--- src/rtl/fifo_pkg.sv ---
// fifo_pkg: shared parameter checks and width helpers for the level-tracking FIFO.
package fifo_pkg;

    function automatic bit params_ok(input int depth_x, input int af_level, input int ae_level);
        return depth_x >= 1 && af_level >= 1 && af_level <= (1 << depth_x)
            && ae_level >= 0 && ae_level < (1 << depth_x);
    endfunction

    function automatic int level_w(input int depth_x);
        return depth_x + 1;
    endfunction

endpackage

--- src/rtl/fifo_ptr.sv ---
// fifo_ptr: wrap-bit pointer register with clock enable, flush-to-zero and increment.
module fifo_ptr #(
    parameter int W = 2
) (
    input  logic         clk_i,
    input  logic         resetb_i,
    input  logic         clk_en_i,
    input  logic         flush_i,
    input  logic         inc_i,
    output logic [W-1:0] ptr_o
);

    logic [W-1:0] ptr_q, ptr_d;

    always_comb ptr_d = flush_i ? '0 : ptr_q + W'(inc_i);

    always_ff @(posedge clk_i or negedge resetb_i)
        if (!resetb_i)     ptr_q <= '0;
        else if (clk_en_i) ptr_q <= ptr_d;

    assign ptr_o = ptr_q;

endmodule

--- src/rtl/fifo_lvl.sv ---
// fifo_lvl: synchronous FWFT FIFO with occupancy level, watermarks and sticky error flags.
module fifo_lvl
    import fifo_pkg::*;
#(
    parameter int C_FIFO_WIDTH   = 1,
    parameter int C_FIFO_DEPTH_X = 1,
    parameter int C_AF_LEVEL     = (2 ** C_FIFO_DEPTH_X) - 1,
    parameter int C_AE_LEVEL     = 1,
    parameter int C_FIFO_DEPTH   = 2 ** C_FIFO_DEPTH_X
) (
    input  logic                      clk_i,
    input  logic                      resetb_i,
    input  logic                      clk_en_i,
    input  logic                      flush_i,
    input  logic                      clr_err_i,
    output logic                      empty_o,
    output logic                      full_o,
    output logic                      almost_empty_o,
    output logic                      almost_full_o,
    output logic [C_FIFO_DEPTH_X:0]   level_o,
    output logic                      overflow_o,
    output logic                      underflow_o,
    input  logic                      wr_i,
    input  logic [C_FIFO_WIDTH-1:0]   din_i,
    input  logic                      rd_i,
    output logic [C_FIFO_WIDTH-1:0]   dout_o
);

    localparam int LW = level_w(C_FIFO_DEPTH_X);

    if (!params_ok(C_FIFO_DEPTH_X, C_AF_LEVEL, C_AE_LEVEL)) begin : g_param_err
        $fatal(1, "fifo_lvl: parameter out of range");
    end

    logic [C_FIFO_WIDTH-1:0] mem [C_FIFO_DEPTH];
    logic [LW-1:0]           wr_ptr, rd_ptr;
    logic                    pop_acc, push_acc;
    logic                    ovf_q, ovf_d, unf_q, unf_d;

    assign level_o        = wr_ptr - rd_ptr;
    assign empty_o        = level_o == '0;
    assign full_o         = level_o == LW'(C_FIFO_DEPTH);
    assign almost_empty_o = level_o <= LW'(C_AE_LEVEL);
    assign almost_full_o  = level_o >= LW'(C_AF_LEVEL);
    assign overflow_o     = ovf_q;
    assign underflow_o    = unf_q;
    assign dout_o         = mem[rd_ptr[C_FIFO_DEPTH_X-1:0]];

    // A pop frees the head slot this cycle, so a push while full still lands.
    assign pop_acc  = rd_i & ~empty_o & ~flush_i;
    assign push_acc = wr_i & (~full_o | pop_acc) & ~flush_i;

    fifo_ptr #(.W(LW)) u_wr_ptr (
        .clk_i(clk_i), .resetb_i(resetb_i), .clk_en_i(clk_en_i),
        .flush_i(flush_i), .inc_i(push_acc), .ptr_o(wr_ptr)
    );

    fifo_ptr #(.W(LW)) u_rd_ptr (
        .clk_i(clk_i), .resetb_i(resetb_i), .clk_en_i(clk_en_i),
        .flush_i(flush_i), .inc_i(pop_acc), .ptr_o(rd_ptr)
    );

    always_ff @(posedge clk_i)
        if (clk_en_i && push_acc) mem[wr_ptr[C_FIFO_DEPTH_X-1:0]] <= din_i;

    always_comb begin
        ovf_d = flush_i ? 1'b0 : (wr_i & ~push_acc) ? 1'b1 : clr_err_i ? 1'b0 : ovf_q;
        unf_d = flush_i ? 1'b0 : (rd_i & empty_o)   ? 1'b1 : clr_err_i ? 1'b0 : unf_q;
    end

    always_ff @(posedge clk_i or negedge resetb_i)
        if (!resetb_i) begin
            ovf_q <= 1'b0;
            unf_q <= 1'b0;
        end else if (clk_en_i) begin
            ovf_q <= ovf_d;
            unf_q <= unf_d;
        end

endmodule

--- config.mk ---
export PLATFORM = sky130hd
export DESIGN_NAME = fifo_lvl
export DESIGN_NICKNAME = d
export VERILOG_FILES = /design/src/rtl/fifo_pkg.sv /design/src/rtl/fifo_ptr.sv /design/src/rtl/fifo_lvl.sv
export SDC_FILE = /design/constraint.sdc
export NUM_CORES = 1
export LEC_CHECK = 0
export ABC_AREA = 1
export ABC_CLOCK_PERIOD_IN_PS = 2100
export CAP_MARGIN = 10
export CORE_AREA = 2 2 39 41
export DETAILED_ROUTE_END_ITERATION = 8
export DIE_AREA = 0 0 41 43
export GPL_ROUTABILITY_DRIVEN = 0
export PLACE_DENSITY_LB_ADDON = 0.25
export REMOVE_ABC_BUFFERS = 1
export SETUP_SLACK_MARGIN = 0.05
export SLEW_MARGIN = 20
export SYNTH_ARGS = -nofsm -noshare
export SYNTH_HDL_FRONTEND = slang
export SYNTH_SLANG_ARGS = --single-unit
--- constraint.sdc ---
create_clock -name clk_i -period 2.1 [get_ports clk_i]
set_input_delay 0.315 -clock clk_i [delete_from_list [all_inputs] [get_ports clk_i]]
set_output_delay 0.315 -clock clk_i [all_outputs]
set_load 0.005 [all_outputs]
-- After elaboration in Yosys (flattened, before gate mapping)
Memories as Yosys holds them, arrays and structs flattened.
Index checks and enable logic that the tools add are counted.
- bits in registers: 6
- bits in latches: 0
- bits in writable memories: 2
- bits in read-only memories: 0
- input port bits: 8
- output and inout port bits: 9
- word-level logic and storage cells: 37
- memories: 1
- memory list (memory ; depth ; width ; rd ports ; clocked after memory_dff ; wr ports ; RTL line ; RTL):
    mem ; 2 ; 1 ; 1 ; 0 ; 1 ; fifo_lvl.sv:35 ; logic [C_FIFO_WIDTH-1:0] mem [C_FIFO_DEPTH];
- $add $sub $neg: 3
- multipliers: 0
- div/mod/pow operators: 0
- $lt $le $gt $ge: 2
- equality and inequality tests: 1
- shifts and indexed selects: 0
- mux-type cells: 9
- bitwise operators: 11
- reductions and logical operators: 6
- operator list (kind ; count):
    2-to-1 mux 1 bit ; 7
    bitwise AND 1 bit ; 6
    nonzero test 3 bit ; 2
    adder 2 x 1 -> 2 bit ; 2
    2-to-1 mux 2 bit ; 2
    inverter 1 bit ; 4
    AND reduction 2 bit ; 2
    == test 2 bit (second input constant) ; 1
    greater-or-equal comparator 2 x 1 -> 1 bit (second input constant) ; 1
    less-or-equal comparator 2 x 1 -> 1 bit (second input constant) ; 1
    logical NOT 2 bit ; 1
    subtractor 2 bit ; 1
    logical AND 1 bit ; 1
    bitwise OR 1 bit ; 1

-- Longest topological paths before layout
Gate-level depths: netlist of the first run.
- depth in word-level cells: 12
- mapped depth: 11

-- Modules after synthesis
Synthesis of the first run repeated with hierarchy kept, for this count alone.
- cell total of the unflattened synthesis: 70
- area total of the unflattened synthesis: 519.2 um2
- by module, submodules not included (module ; instances ; cells each ; area an instance (um2)):
    fifo_lvl ; 1 ; 44 ; 309.0
    fifo_ptr ; 2 ; 13 ; 105.1

-- Worst setup path before layout of the first run
OpenSTA, ideal clock, no wires.
- kind: register to register
- from: reg u_wr_ptr.ptr_q[0], in the netlist u_wr_ptr.ptr_o[0]
- to: reg u_rd_ptr.ptr_q[0], in the netlist u_rd_ptr.ptr_o[0]
- setup time: 0.126 ns
- arrival time: 1.509 ns
- data required time: 1.974 ns
- path slack: 0.465 ns
- cell stages (with the launch flop): 11
- period minus slack after synthesis: 1.635 ns
- cell sequence: dfrtp_1 -> inv_1 -> ha_1 -> inv_1 -> nor2_4 -> inv_1 -> nand3_1 -> inv_1 -> ha_1 -> nand2_1 -> o21ai_0
- longest elaborated chain between the ends: 7
- RTL lines (what ; RTL line ; RTL):
    from (decl) ; fifo_ptr.sv:13 ; logic [W-1:0] ptr_q, ptr_d;
    from (signal assigned) ; fifo_ptr.sv:19 ; else if (clk_en_i) ptr_q <= ptr_d;
    subtractor 2 bit ; fifo_lvl.sv:40 ; assign level_o = wr_ptr - rd_ptr;
    named net level_o[0] ; fifo_lvl.sv:20 ; output logic [C_FIFO_DEPTH_X:0] level_o,
    logical NOT 2 bit ; fifo_lvl.sv:41 ; assign empty_o = level_o == '0;
    named net empty_o ; fifo_lvl.sv:16 ; output logic empty_o,
    inverter 1 bit ; fifo_lvl.sv:50 ; assign pop_acc = rd_i & ~empty_o & ~flush_i;
    bitwise AND 1 bit (2 in series) ; fifo_lvl.sv:50 ;
    adder 2 x 1 -> 2 bit ; fifo_ptr.sv:15 ; always_comb ptr_d = flush_i ? '0 : ptr_q + W'(inc_i);
    2-to-1 mux 2 bit ; fifo_ptr.sv:15 ;
    to (signal assigned) ; fifo_ptr.sv:19 ;
    to (decl) ; fifo_ptr.sv:13 ;
The timed path passes the listed nets, and every way through them passes these cells.
A chain may end at the register's enable or synchronous reset.

-- Final worst setup path of the first run
- from: reg u_rd_ptr.ptr_q[0], in the netlist u_rd_ptr.ptr_o[0]
- to: out full_o
- longest elaborated chain between the ends: 2
- RTL lines (what ; RTL line ; RTL):
    subtractor 2 bit ; fifo_lvl.sv:40 ;
    == test 2 bit ; fifo_lvl.sv:42 ; assign full_o = level_o == LW'(C_FIFO_DEPTH);
    to (decl) ; fifo_lvl.sv:17 ; output logic full_o,
No other way between the ends.

==> run metrics, run 1 <==
clock insertion delay at the later pin of the skew report 260 ps; GRT Total Usage 15.1%; Cells after Synth 65; root buffer cell clkbuf_4; Startpoint Class flip-flop; Req. time, crit path 1780 ps; Setup TNS 0 ps; DP Wirelength 859 um; HP Class in2async; WP data arrival 1650 ps; post-route setup slack 138 ps; Max stage delay on crit path 500 ps; Synth Flop Type dfrtp_1; fin crit share 93.4%; sum of buffers and inverters on the critical path 2; kind of critical path reg2out; total core area 1380 um2; layout net count 98; r2r startpoint u_rd_ptr.ptr_o[0]; vias post-DR 470; fmax 510 MHz; Fill cells 133; Seq/Total Area, Yosys 41.2%; pin count of the biggest net entering global routing 10; # rows 14; Placed Area 679 um2; Final Slew Violations 0; crit path time final 1960 ps; Syn Area/Cell 7.85 um2; DRC 0; total CTS buffers 3; leading post-synthesis cells by cell area dfrtp_1 29%, nand2_1 13%, edfxtp_1 12%, inv_1 8.1%, ha_1 7.4%; drt pass-1 iters 4; Yosys warning count 0; Worst Reg-to-Reg Cells 9; Max-slew headroom 80.1%; Port-buffer cells 16; Least-Margin Pin Slew 297 ps; Routed Antenna Nets 0; VDD IR max 0.000563 V; Layout Utilization 53.3%; slowest CP cell clkdlybuf4s50_1; async set or reset register ratio after synthesis 75.0%; via/cell ratio 4.61; Max Cap Viol 0; CTS tree done; final setup violation count 0; endpoints failing hold 0; worst r2r dst u_rd_ptr.ptr_o[0]; Synth Cell Area 510 um2; number of synthesized flops with an enable pin 2; Leakage Power 0.374 nW; Starting DRT DRC Count 7; total power 0.505 mW; first-pass GRT wire length 1730 um; critical path fanouts, max 3; H-tree lvl count 1; clock buffer depth 2; Antenna Cells 0; CP endpoint kind output port; Commonest cells post-synth 17 x nand2_1, 11 x inv_1, 6 x dfrtp_1, 4 x nor2_1, 4 x o21ai_0; Worst-path clk slew 60 ps; clock sink count 8; full die area 1760 um2; r2r setup slk 480 ps; share of the synthesized area in the top cell type 29.4%; Yosys cell types 18; share of cells above drive strength 1 19.8%; fin area 738 um2; vias in the first global route 432; PwrDens 684 nW/um2; area delta synth->final 44.6%; Starting Density 36.9%; I/O pins 17; initial antenna violation count 0; WL per Instance 10.1 um; RSZ-0062 raised after global routing no; top-count cell post-synth nand2_1; Synth area leader dfrtp_1; Die X 41 um; pre-CTS setup slack 236 ps; Synth Register Bits 8; status finished, final reports clean; worst path cell trace ha_4, inv_2, nor2_2, clkdlybuf4s50_1; total grt overflow 0; Crit path max-delay family buffers and inverters; Routed WL 1030 um; Clock Skews 11.5 ps; die height 43 um
## timing repair
item | in CTS | in global routing
setup buffers | 1 | 1
gates resized for setup | 2 | 3
setup endpoints to repair | 3 | 2
hold buffers | 0 | 0
## per-stage QoR
step | hold WS (ps) | std cells
5_1_grt | 292 | 102
3_5_place_dp | 462 | 96
2_1_floorplan | 19.4 | 64
6_report | 291 | 102
4_1_cts | 294 | 101
3_3_place_gp | 464 | 96
## routing by layer
layer	track usage, %	part of all wire, %	up-vias
li1	-	-	248
met1	18.6	41	211
met2	22.5	53	11
met3	9.42	6.0	0
met4	2.00	0	0
met5	0	0	-
## layout by cell type (no fill, tap or decap), types with 3 or more instances in the layout
cell type        Yosys  layout
nand2_1             17      17
clkdlybuf4s50_1      0      14
inv_1               11       9
dfrtp_1              6       6
inv_2                2       4
nor2_1               4       4
o21ai_0              4       4
nand2_2              3       3
nand3_1              3       3
clkbuf_4             0       3
## how the worst max path moves through the flow
stage,from,endpoint,slack [ps],depth (start not counted)
2_1_floorplan,u_wr_ptr.ptr_o[0],u_rd_ptr.ptr_o[0],470,10
3_5_place_dp,u_wr_ptr.ptr_o[0],empty_o,240,5
6_report,u_rd_ptr.ptr_o[0],full_o,140,4
3_3_place_gp,u_wr_ptr.ptr_o[0],empty_o,260,5
5_1_grt,u_rd_ptr.ptr_o[1],level_o[1],80,5
4_1_cts,u_rd_ptr.ptr_o[0],empty_o,80,4
## power breakdown
group / switching, mW / internal, mW / leakage [nW]
clock: 0.0536 / 0.0727 / 0.0150
sequential: 0.00915 / 0.172 / 0.0997
combinational: 0.0878 / 0.110 / 0.259
total: 0.151 / 0.354 / 0.374
## final cells by class
type,count,area (um2),share of cell area [%]
multi-input cells,43,253,34.2
flip-flops and latches,8,210,28.5
repair buffers,18,180,24.4
inverters,13,48.8,6.61
clock buffers,4,26.3,3.56
well taps,16,20.0,2.71
## sequential cells by signal (all words and copies together), names as in the netlist
| signal | count |
|---|---|
| mem | 2 |
| u_rd_ptr.ptr_o | 2 |
| overflow_o | 1 |
| u_wr_ptr.ptr_o | 2 |
| underflow_o | 1 |
## cell families after synthesis
| family | Yosys count | share of synthesized area [%] |
|---|---|---|
| simple gates | 33 | 32.1 |
| flops | 8 | 41.2 |
| buf+inv | 14 | 11.8 |
| compound gates | 6 | 5.88 |
| xor+xnor | 1 | 1.72 |
| fa+ha+maj | 3 | 7.35 |
Power figures use the tool's default switching activity.
==> run 2, diff against run 1 <==
- ABC_CLOCK_PERIOD_IN_PS: 2100 -> 2250
- clock period: 2.1 -> 2.25 ns (I/O delays scaled with it)
==> run 2 against run 1 <==
Compared with the run above: register-to-register slack better by 100 ps; largest power group unchanged; clock power is 6% lower; critical path type unchanged; flip-flop and latch count did not move; die area stayed put; largest cell class unchanged; worst setup slack better by 39 ps; sequential share of layout area increased by 0.79 points; wire length shrank 1.9%; utilization shrank 1.4 points; worst hold slack better by 22 ps; count of clock-buffer cells in the layout unchanged; critical path depth grew 1.
==> run metrics, run 2 (synthesis results as in run 1) <==
Logic pwr share 38.3%; sequential share of power 36.4%; Startpoint Class flip-flop; initial antenna violation count 0; most frequent cells in the layout 17 x nand2_1, 16 x clkdlybuf4s50_1, 10 x inv_1, 6 x dfrtp_1; clock share of power 25.3%; commonest non-fill, non-tap cell in the layout nand2_1; DRC 0; VDD IR max 0.000510 V; Max-slew headroom 80.5%; setup bufs post-CTS 0; endpoints failing hold 0; fmax 482 MHz; clock buffer depth 2; fin crit share 92.1%; full die area 1760 um2; Fin Hold WS 313 ps; GRT Total Usage 15.0%; RSZ-0062 raised after global routing no; CP endpoint kind output port; WP data arrival 1740 ps; # rows 14; Routed WL 1010 um; Least-Margin Pin Slew 292 ps; share of cells above drive strength 1 16.7%; I/O pins 17; Antenna Cells 0; Die X 41 um; crit path time final 2070 ps; area delta synth->final 40.7%; status finished, final reports clean; slowest CP cell clkdlybuf4s50_1; Starting DRT DRC Count 10; worst path cell trace inv_2, ha_4, inv_1, nor2_4, clkdlybuf4s50_1; Clock Skews 11.3 ps; clock sink count 8; root buffer cell clkbuf_4; Pint 0.328 mW; total grt overflow 0; HP Class in2async; DP Wirelength 859 um; drt pass-1 iters 4; vias post-DR 470; Layout Utilization 51.9%; die height 43 um; Placed Area 679 um2; first-pass GRT wire length 1720 um; pin count of the biggest net entering global routing 10; WL per Instance 10.1 um; Req. time, crit path 1910 ps; Max Cap Viol 0; total core area 1380 um2; Net Sw Power 0.139 mW; fin area 718 um2; Max stage delay on crit path 520 ps; layout net count 96; clock insertion delay at the later pin of the skew report 260 ps; critical path fanouts, max 4; total CTS buffers 3; Starting Density 36.9%; final setup violation count 0; Routed Antenna Nets 0; vias in the first global route 433; Worst Reg-to-Reg Cells 10; Port-buffer cells 16; via/cell ratio 4.70; Worst-path clk slew 60 ps; CTS tree done; H-tree lvl count 1; Final Slew Violations 0; Switching Share 29.8%; Setup TNS 0 ps; Leakage Power 0.347 nW; kind of critical path reg2out; PwrDens 649 nW/um2
[run 2: final cells by class]
type                            count  area (um2)
Sequential cell                     8         210
Inverter                           13        48.8
Multi-Input combinational cell     43         253
Fill cell                         137         666
Tap cell                           16        20.0
Clock buffer                        4        26.3
Timing Repair Buffer               16         160
[run 2: final timing paths]
check / start / slack (ps) / endpoint
max: u_wr_ptr.ptr_o[0] / 180 / empty_o
min: resetb_i / 310 / u_rd_ptr.ptr_o[1]
max reg2reg: u_wr_ptr.ptr_o[0] / 580 / u_rd_ptr.ptr_o[0]
min reg2reg: underflow_o / 480 / underflow_o
max in group asynchronous: resetb_i / 1710 / underflow_o
min in group clk_i: underflow_o / 480 / underflow_o
[run 2: power groups by stage]
| stage | logic (mW) | clock network, mW | registers (mW) |
|---|---|---|---|
| 6_report | 0.179 | 0.118 | 0.170 |
| 4_1_cts | 0.175 | 0.123 | 0.169 |
| 5_1_grt | 0.199 | 0.131 | 0.171 |
| 3_3_place_gp | 0.173 | 0 | 0.171 |
| 2_1_floorplan | 0.0792 | 0 | 0.170 |
| 3_5_place_dp | 0.174 | 0 | 0.171 |
[run 2: timing repair]
item,in CTS,in global routing
hold buffers,0,0
endpoints found under the setup margin,0,2
gates resized for setup,0,2
[run 2: per-layer routing]
metal	part of all wire, %	wire length [um]	track usage [%]	up-vias
li1	-	-	-	244
met1	40	407	18.2	211
met2	53	534	22.5	15
met3	6.3	63	9.42	0
met4	0	0	2.00	0
met5	0	0	0	-
[run 2: metrics by stage]
step | cells | total power [mW] | setup WS, ps
after floorplan | 64 | 0.249 | 615
after global placement | 96 | 0.344 | 388
after detailed placement | 96 | 0.345 | 363
after CTS | 100 | 0.467 | 85.4
after global routing | 100 | 0.502 | 73.8
final | 100 | 0.466 | 177
[run 2: worst max-delay path, delay by kind of cell (launching register included)]
kind / cells / cell delay, ps
flops: 1 / 380
simple gates: 1 / 150
buf+inv: 3 / 680
fa+ha+maj: 1 / 280
==> run 3, diff against run 2 <==
- CTS_CLUSTER_SIZE: default -> 20
- PLACE_DENSITY_LB_ADDON: 0.25 -> 0.3
==> run 3 against run 2 <==
Compared with the run above: combinational power is essentially flat; design area unchanged; count of clock-buffer cells in the layout unchanged; register-to-register slack about the same; worst hold slack gained 14 ps; sequential power hardly changed; flip-flop and latch count stayed put; power up 1.6%; critical path type unchanged; highest routed layer unchanged.
==> run metrics, run 3 (synthesis results as in run 1) <==
total CTS buffers 3; Starting Density 36.9%; Top Metal Used met3; worst path cell trace inv_1, ha_4, inv_2, nor2_4, clkdlybuf4s50_1; die height 43 um; VDD IR max 0.000302 V; PwrDens 660 nW/um2; sequential share of power 35.7%; Setup TNS 0 ps; H-tree lvl count 1; total core area 1380 um2; initial antenna violation count 0; share of cells above drive strength 1 16.7%; Layout Utilization 51.9%; Antenna Cells 0; Crit path max-delay family buffers and inverters; setup bufs post-CTS 0; crit path time final 2080 ps; Leakage Power 0.345 nW; vias in the first global route 422; slowest CP cell clkdlybuf4s50_1; pin count of the biggest net entering global routing 10; Max Cap Viol 0; worst r2r dst u_rd_ptr.ptr_o[0]; DRC 0; Starting DRT DRC Count 11; kind of critical path reg2out; WP data arrival 1740 ps; Final Slew Violations 0; final setup violation count 0; I/O pins 17; GRT Total Usage 14.4%; Routed WL 1060 um; clock buffer depth 2; layout net count 96; crit path launch u_wr_ptr.ptr_o[0]; CTS tree done; WL per Instance 10.6 um; Logic pwr share 38.3%; Fin Hold WS 326 ps; HP Class in2async; Hold Buf Count CTS 0; via/cell ratio 4.71; met1 wire length 487 um; Pint 0.329 mW; r2r startpoint u_wr_ptr.ptr_o[0]; Switching Share 30.5%; Least-Margin Pin Slew 307 ps; Worst-path clk slew 60 ps; fin crit share 92.3%; critical path fanouts, max 4; total grt overflow 0; Port-buffer cells 16; CP endpoint kind output port; DR WL met2 537 um; fmax 481 MHz; first-pass GRT wire length 1690 um; met3 WL 39 um; status finished, final reports clean; # rows 14; clock share of power 26.0%; Non-Filler Instances 100; full die area 1760 um2; endpoints failing hold 0; Placed Instances 96; Max stage delay on crit path 510 ps; sum of buffers and inverters on the critical path 3; post-cts resize count 0; root buffer cell clkbuf_4; clock sink count 8; most frequent cells in the layout 17 x nand2_1, 16 x clkdlybuf4s50_1, 10 x inv_1, 6 x dfrtp_1; Net Sw Power 0.145 mW; Routed Antenna Nets 0; drt pass-1 iters 4; RSZ-0062 raised after global routing no; Clock Skews 0.777 ps; vias post-DR 471; Max-slew headroom 79.5%; clock insertion delay at the later pin of the skew report 250 ps; DP Wirelength 858 um; Startpoint Class flip-flop; r2r setup slk 570 ps; commonest non-fill, non-tap cell in the layout nand2_1; Die X 41 um; Worst Reg-to-Reg Cells 10; area delta synth->final 40.7%; Req. time, crit path 1910 ps; Fill cells 141
## run 3: power groups by stage
stage | Combinational, mW | Clock (mW) | Sequential (mW)
floorplan | 0.0792 | 0 | 0.170
global placement | 0.172 | 0 | 0.170
detailed placement | 0.175 | 0 | 0.171
CTS | 0.175 | 0.126 | 0.168
global route | 0.199 | 0.133 | 0.170
finish | 0.181 | 0.123 | 0.169
## run 3: layer usage
metal | up-vias | track usage (%)
met2 | 11 | 20.6
met3 | 0 | 4.71
met1 | 220 | 19.4
met5 | - | 0
li1 | 240 | -
met4 | 0 | 6.00
## run 3: area by class of cell
class	instances	area, um2	area share, %
multi-input combinational	43	253	35.2
sequential	8	210	29.3
timing repair buffer	16	160	22.3
inverter	13	48.8	6.79
clock buffer	4	26.3	3.66
tap	16	20.0	2.79
## run 3: how the worst max path moves through the flow
stage	end	slack [ps]	cells past startpoint
global route	almost_full_o	120	6
floorplan	u_rd_ptr.ptr_o[0]	620	10
global placement	almost_full_o	400	6
CTS	almost_full_o	90	6
detailed placement	almost_full_o	370	6
finish	empty_o	170	5
## run 3: per-stage QoR
| step | total power, mW | cell area, um2 | setup slack, ps |
|---|---|---|---|
| final | 0.474 | 718 | 172 |
| after global routing | 0.502 | 718 | 117 |
| after CTS | 0.470 | 706 | 86.2 |
| after detailed placement | 0.345 | 679 | 372 |
| after global placement | 0.343 | 679 | 399 |
| after floorplan | 0.249 | 499 | 615 |
